**src/rtl/calc_pkg.sv**
```systemverilog
// calc_pkg: shared types and constants for the calculator operand sequencer.
//   state_e      : sequencer FSM encoding (IDLE/EXEC/DONE, 2-bit)
//   OP_ADD/OP_SUB: op codes sampled on the Go edge; OP_SUB also drives carry-in
//   W_DEF        : default datapath width (must match the external adder)
//   CNT_W_DEF    : default width of the completed-operation counter
package calc_pkg;
   localparam int W_DEF     = 11;
   localparam int CNT_W_DEF = 8;

   typedef enum logic [1:0] {
      IDLE = 2'd0,
      EXEC = 2'd1,
      DONE = 2'd2
   } state_e;

   localparam logic OP_ADD = 1'b0;
   localparam logic OP_SUB = 1'b1;
endpackage

```
**src/rtl/calc_operand_sequencer_if.sv**
```systemverilog
// calc_operand_sequencer_if: button/switch inputs, adder loop-back and status
// outputs of the operand sequencer.
//   master : environment side (switches, buttons, external adder result)
//   slave  : sequencer side (drives adder operands and status)
interface calc_operand_sequencer_if #(
   parameter int W     = 11,
   parameter int CNT_W = 8
);
   logic [W-1:0]     Din;
   logic             Load;
   logic             Go;
   logic             Op;
   logic             Clear;
   logic [W-1:0]     S_in;
   logic             ovf_in;
   logic [W-1:0]     A_out;
   logic [W-1:0]     B_out;
   logic             c0_out;
   logic [W-1:0]     Result;
   logic             Ovf;
   logic             Busy;
   logic             Done;
   logic [CNT_W-1:0] OpCount;

   modport master (
      output Din, Load, Go, Op, Clear, S_in, ovf_in,
      input  A_out, B_out, c0_out, Result, Ovf, Busy, Done, OpCount
   );

   modport slave (
      input  Din, Load, Go, Op, Clear, S_in, ovf_in,
      output A_out, B_out, c0_out, Result, Ovf, Busy, Done, OpCount
   );
endinterface

```
**src/rtl/calc_operand_sequencer_rise_edge.sv**
```systemverilog
// rise_edge: single-flop rising-edge detector for a debounced level button.
//   clk, rst : clock, synchronous active-high reset (history cleared)
//   d        : button level
//   rise     : high for the one cycle where d = 1 and history = 0
module rise_edge (
   input  logic clk,
   input  logic rst,
   input  logic d,
   output logic rise
);
   logic hist_q, hist_d;

   always_comb hist_d = d;

   always_ff @(posedge clk) begin
      if (rst) hist_q <= 1'b0;
      else     hist_q <= hist_d;
   end

   assign rise = d & ~hist_q;
endmodule

```
**src/rtl/calc_operand_sequencer.sv**
```systemverilog
// calc_operand_sequencer: front end of the calculator datapath. Latches the
// switch operand, sequences one add/subtract per Go press through the external
// W-bit adder and commits the sum into a running accumulator.
//   Clock, Reset : clock, synchronous active-high reset
//   bus (slave)  : Din/Load/Go/Op/Clear buttons, S_in/ovf_in from the adder,
//                  A_out/B_out/c0_out to the adder, Result/Ovf/Busy/Done/OpCount
// Build option: define CALC_SATURATE_EN to clamp the accumulator to max
// positive / most negative on an overflowing commit instead of wrapping.
module calc_operand_sequencer
   import calc_pkg::*;
#(
   parameter int W     = W_DEF,
   parameter int CNT_W = CNT_W_DEF
) (
   input  logic Clock,
   input  logic Reset,
   calc_operand_sequencer_if.slave bus
);
   state_e           state_q, state_d;
   logic [W-1:0]     acc_q, acc_d;
   logic [W-1:0]     opnd_q, opnd_d;
   logic             op_q, op_d;
   logic             ovf_q, ovf_d;
   logic [CNT_W-1:0] cnt_q, cnt_d;
   logic             load_e, go_e, clear_e;
   logic [W-1:0]     commit_val;

   rise_edge u_load  (.clk(Clock), .rst(Reset), .d(bus.Load),  .rise(load_e));
   rise_edge u_go    (.clk(Clock), .rst(Reset), .d(bus.Go),    .rise(go_e));
   rise_edge u_clear (.clk(Clock), .rst(Reset), .d(bus.Clear), .rise(clear_e));

`ifdef CALC_SATURATE_EN
   // Clamp direction follows the accumulator sign before the commit.
   always_comb begin
      commit_val = bus.S_in;
      if (bus.ovf_in)
         commit_val = acc_q[W-1] ? {1'b1, {(W-1){1'b0}}} : {1'b0, {(W-1){1'b1}}};
   end
`else
   always_comb commit_val = bus.S_in;
`endif

   always_comb begin
      state_d = state_q;
      acc_d   = acc_q;
      opnd_d  = opnd_q;
      op_d    = op_q;
      ovf_d   = ovf_q;
      cnt_d   = cnt_q;
      if (clear_e) begin
         // Clear overrides everything, aborting an in-flight EXEC without commit.
         acc_d   = '0;
         ovf_d   = 1'b0;
         cnt_d   = '0;
         state_d = IDLE;
      end else begin
         unique case (state_q)
            IDLE: begin
               // Load and Go together: EXEC sees the freshly loaded operand.
               if (load_e) opnd_d = bus.Din;
               if (go_e) begin
                  op_d    = bus.Op;
                  state_d = EXEC;
               end
            end
            EXEC: begin
               acc_d   = commit_val;
               ovf_d   = ovf_q | bus.ovf_in;
               cnt_d   = cnt_q + {{(CNT_W-1){1'b0}}, 1'b1};
               state_d = DONE;
            end
            DONE:    state_d = IDLE;
            default: state_d = IDLE;
         endcase
      end
   end

   always_ff @(posedge Clock) begin
      if (Reset) begin
         state_q <= IDLE;
         acc_q   <= '0;
         opnd_q  <= '0;
         op_q    <= OP_ADD;
         ovf_q   <= 1'b0;
         cnt_q   <= '0;
      end else begin
         state_q <= state_d;
         acc_q   <= acc_d;
         opnd_q  <= opnd_d;
         op_q    <= op_d;
         ovf_q   <= ovf_d;
         cnt_q   <= cnt_d;
      end
   end

   assign bus.A_out   = acc_q;
   assign bus.B_out   = opnd_q;
   assign bus.c0_out  = op_q;
   assign bus.Result  = acc_q;
   assign bus.Ovf     = ovf_q;
   assign bus.Busy    = (state_q != IDLE);
   assign bus.Done    = (state_q == DONE);
   assign bus.OpCount = cnt_q;
endmodule

```
**src/flat_wrapper.sv**
```systemverilog
// flat-port wrapper written by rule: the top's interface ports become plain ports
module calc_operand_sequencer_flat import calc_pkg::*;
#(
   parameter int W     = W_DEF,
   parameter int CNT_W = CNT_W_DEF
)
  (Clock, Reset, bus_Din, bus_Load, bus_Go, bus_Op, bus_Clear, bus_S_in, bus_ovf_in, bus_A_out, bus_B_out, bus_c0_out, bus_Result, bus_Ovf, bus_Busy, bus_Done, bus_OpCount);
  calc_operand_sequencer_if #(.W(W), .CNT_W(CNT_W)) bus_i ();
  input  logic Clock;
  input  logic Reset;
  input wire logic [$bits(bus_i.Din)-1:0] bus_Din;
  input wire logic [$bits(bus_i.Load)-1:0] bus_Load;
  input wire logic [$bits(bus_i.Go)-1:0] bus_Go;
  input wire logic [$bits(bus_i.Op)-1:0] bus_Op;
  input wire logic [$bits(bus_i.Clear)-1:0] bus_Clear;
  input wire logic [$bits(bus_i.S_in)-1:0] bus_S_in;
  input wire logic [$bits(bus_i.ovf_in)-1:0] bus_ovf_in;
  output wire logic [$bits(bus_i.A_out)-1:0] bus_A_out;
  output wire logic [$bits(bus_i.B_out)-1:0] bus_B_out;
  output wire logic [$bits(bus_i.c0_out)-1:0] bus_c0_out;
  output wire logic [$bits(bus_i.Result)-1:0] bus_Result;
  output wire logic [$bits(bus_i.Ovf)-1:0] bus_Ovf;
  output wire logic [$bits(bus_i.Busy)-1:0] bus_Busy;
  output wire logic [$bits(bus_i.Done)-1:0] bus_Done;
  output wire logic [$bits(bus_i.OpCount)-1:0] bus_OpCount;
  assign bus_i.Din = bus_Din;
  assign bus_i.Load = bus_Load;
  assign bus_i.Go = bus_Go;
  assign bus_i.Op = bus_Op;
  assign bus_i.Clear = bus_Clear;
  assign bus_i.S_in = bus_S_in;
  assign bus_i.ovf_in = bus_ovf_in;
  assign bus_A_out = bus_i.A_out;
  assign bus_B_out = bus_i.B_out;
  assign bus_c0_out = bus_i.c0_out;
  assign bus_Result = bus_i.Result;
  assign bus_Ovf = bus_i.Ovf;
  assign bus_Busy = bus_i.Busy;
  assign bus_Done = bus_i.Done;
  assign bus_OpCount = bus_i.OpCount;
  calc_operand_sequencer #(.W(W), .CNT_W(CNT_W)) u_core (.Clock(Clock), .Reset(Reset), .bus(bus_i));
endmodule
```
**config.mk**
```make
export PLATFORM = sky130hd
export DESIGN_NAME = calc_operand_sequencer_flat
export DESIGN_NICKNAME = d
export VERILOG_FILES = /design/src/rtl/calc_pkg.sv /design/src/rtl/calc_operand_sequencer_if.sv /design/src/rtl/calc_operand_sequencer_rise_edge.sv /design/src/rtl/calc_operand_sequencer.sv /design/src/flat_wrapper.sv
export SDC_FILE = /design/constraint.sdc
export NUM_CORES = 1
export LEC_CHECK = 0
export BUFFER_PORTS_ARGS = -buffer_cell sky130_fd_sc_hd__buf_2
export CORE_MARGIN = 2
export CORE_UTILIZATION = 45
export CTS_BUF_LIST = sky130_fd_sc_hd__clkbuf_4 sky130_fd_sc_hd__clkbuf_8 sky130_fd_sc_hd__clkbuf_16
export CTS_CLUSTER_SIZE = 24
export DETAILED_ROUTE_END_ITERATION = 8
export GPL_TIMING_DRIVEN = 1
export PLACE_DENSITY = 0.89
export SLEW_MARGIN = 10
export SYNTH_ARGS = -nofsm -noshare
export SYNTH_HDL_FRONTEND = slang
export SYNTH_SLANG_ARGS = --single-unit
```
**constraint.sdc**
```tcl
create_clock -name Clock -period 1.5 [get_ports Clock]
set_input_delay 0.225 -clock Clock [delete_from_list [all_inputs] [get_ports Clock]]
set_output_delay 0.225 -clock Clock [all_outputs]
set_load 0.02 [all_outputs]
```
==> summary.txt <==
Synth
  – Synth Register Bits: 37
  – Async SR Flop Fraction: 0%
  – Syn nets: 214
  – Top-area cell type share of the netlist area: 47.7%
  – Cell Area, Synth: 0.00155 mm2
  – Synth Instances: 184
  – Avg Inst Size Synth: 8.44 um2
  – Yosys cell types: 25
  – Top_reg_cell synth: dfxtp_1
  – Post-synth EDFFs: 0
  – Synth warn: 0
  – Sequential area share after synthesis: 47.7%
  – Synth area leader: dfxtp_1
  – Synth area leaders: dfxtp_1 48%, a21oi_1 9.0%, nand2_1 6.8%

STA
  – Final period util: 90.7%
  – Final hold vios: 0
  – Final period demand of the worst path: 1360 ps
  – Fin Hold WS: 106 ps
  – Setup Viol. Count Final: 0
  – RSZ-0062 raised after global routing: false
  – Slew @ Worst Pin: 583 ps
  – Post-Route Setup TNS: 0 ps
  – Clk_skew: 12.1 ps
  – Slew Viols, Final: 0
  – Slew headroom: 61.0%
  – FMAX: 735 MHz

Power and ir drop
  – P_leak: 0.000930 uW
  – VDD IR max: 0.000644 V
  – Power Density: 1010 mW/mm2

Final layout
  – N_diodes: 0
  – Final #Nets: 282
  – Layout Area Growth over Synthesis: 29.5%
  – Share of cells above drive strength 1: 37.5%
  – Filler Cells Inserted: 304

Clock network
  – TritonCTS clock tree: built
  – Clock Tree Buf Depth: 2
  – Clock Latency Late Sink: 340 ps
  – CTS H-Tree Depth: 2
  – Root Driver: clkbuf_4
  – Clock Pin Slew Worst Setup and Hold Paths: 110 ps
  – Num CTS Buffers: 5
  – CTS Sinks: 37

Die
  – I/O pin count: 74
  – Core Box Area: 0.00334 mm2
  – Initial Utilization: 46.5%
  – Die area: 0.00394 mm2
  – Die Ht: 62.7 um
  – Die width: 62.7 um
  – Num rows: 21

GRT
  – Vias in the first global route: 1370
  – GRT Total Usage: 18.7%
  – Initial antenna violation count: 0
  – Largest net degree at the start of global routing: 20
  – Gr ovfl total: 0
  – Global-route wire length before repair: 5910 um

Critical path
  – CP Cell Sequence: nor2_1 > inv_2 > buf_2
  – CP max stage delay: 350 ps
  – Worst EP required: 1270 ps
  – Critical path class: register to output port
  – CP endpoint kind: output port
  – CP Launch Type: register
  – CP max FO: 7
  – WP buf/inv: 2
  – CP delay by family, top: flip-flops
  – CP max-delay cell: dfxtp_1
  – Worst Path Arrival: 1140 ps

Detailed routing
  – DRT iter0 DRCs: 83
  – Antenna Nets Post-Route: 0
  – Initial DRT Pass Iterations: 4
  – Routed vias: 1559
  – DRC violations left: 0
  – Vias/cell: 5.21
  – Routed WL per cell: 12.6 um
  – Final wirelength: 3750 um

Place
  – # port buffers: 73
  – HPWL Detailed: 2580 um
  – Gpl congestion: 0.793

Hold path
  – HP Class: input pin to register

Run status
  – Status: finished, final reports clean

Flow run
  – # Max-Cap Violations: 0
[report_power, final]
group | internal (uW) | total (uW) | switching (uW)
clock | 416 | 731 | 315
sequential | 1010 | 1030 | 18.5
combinational | 101 | 261 | 160
total | 1530 | 2020 | 493
[registers in the layout, summed over array words and instances, names as in the netlist]
register,flops
u_core.bus.A_out,11
u_core.u_go.hist_q,1
u_core.bus.Ovf,1
u_core.bus.OpCount,8
u_core.state_q,2
u_core.bus.c0_out,1
u_core.u_load.hist_q,1
u_core.u_clear.hist_q,1
u_core.bus.B_out,11
[metal layers]
metal / global-route usage, % / wire [um] / vias to the layer above
met5: 0 / 0 / -
met3: 5.05 / 199 / 7
met4: 7.78 / 61 / 0
met2: 30.1 / 1850 / 59
met1: 23.7 / 1640 / 725
li1: - / - / 768
[cell type report]
| type | instances | area, um2 | area share, % |
|---|---|---|---|
| Tap cell | 46 | 57.6 | 2.86 |
| Multi-Input combinational cell | 119 | 653 | 32.5 |
| Inverter | 4 | 15.0 | 0.747 |
| Clock inverter | 1 | 30.0 | 1.49 |
| Clock buffer | 7 | 58.8 | 2.92 |
| Sequential cell | 37 | 741 | 36.8 |
| Timing Repair Buffer | 85 | 455 | 22.7 |
[through the flow]
stage | setup WS (ps) | std cells | util (%) | total power (uW) | area (um2)
2_1_floorplan | 137 | 184 | - | 1210 | 1550
3_3_place_gp | 65.0 | 287 | 56.6 | 1290 | 1890
3_5_place_dp | 47.7 | 287 | 56.6 | 1300 | 1890
4_1_cts | 48.8 | 295 | 59.3 | 2020 | 1980
5_1_grt | 60.8 | 299 | 60.3 | 2120 | 2010
6_report | 139 | 299 | 60.3 | 2020 | 2010
[tightest hold or removal path, delay by kind of cell]
kind,cells,cell delay [ps]
simple gates,1,40
buf+inv,1,90
compound gates,1,50
[cells in the final DEF (no fill, tap or decap), types with 2 or more instances in the layout]
master,count
buf_2,73
o31ai_1,12
nand2_1,28
nor2b_1,6
inv_1,3
clkbuf_4,6
dfxtp_1,37
buf_4,12
nor4_1,2
nor2_1,7
or3_1,4
mux2i_1,2
nand4_1,12
nand3_1,6
nand2b_1,3
a21oi_1,28
o21ai_0,2
[timing repair]
action                                  in CTS  in global routing
resized for setup                            1                  1
endpoints found under the setup margin       1                 15
hold buffers                                 0                  0
setup buffers                                0                  4
[synthesized netlist by cell type (2+ instances only)]
master and count:
dfxtp_1 37, a21oi_1 28, nand2_1 28, nand4_1 12, o31ai_1 12, buf_4 11
nor2_1 7, nor2b_1 7, buf_2 6, nand3_1 6, clkbuf_1 5, inv_1 4
or3_1 4, nand2b_1 3, mux2i_1 2, nor4_1 2, o21ai_0 2
[logic make-up (layout without fill, tap and decap cells)]
kind of cell,after synthesis,in the layout,share of synthesized area (%)
DFF,37,37,47.7
xor gates and xnor gates,2,2,1.13
muxes,2,2,1.29
AOI/OAI and AO/OA,43,43,16.0
and+or+nand+nor,71,71,22.6
buffers and inverters,28,97,10.4
adders and majority gates,1,1,0.806
[path summary, 6_finish.rpt]
kind                    startpoint                    end  slack, ps  depth (start not counted)
max              u_core.state_q[0]               bus_Busy        140                          3
min                    bus_S_in[0]    u_core.bus.A_out[0]        110                          3
max reg2reg  u_core.bus.OpCount[0]  u_core.bus.OpCount[4]        140                          4
min reg2reg    u_core.bus.A_out[0]    u_core.bus.A_out[0]        470                          2
Note: power is estimated with default switching activity, not from simulation.
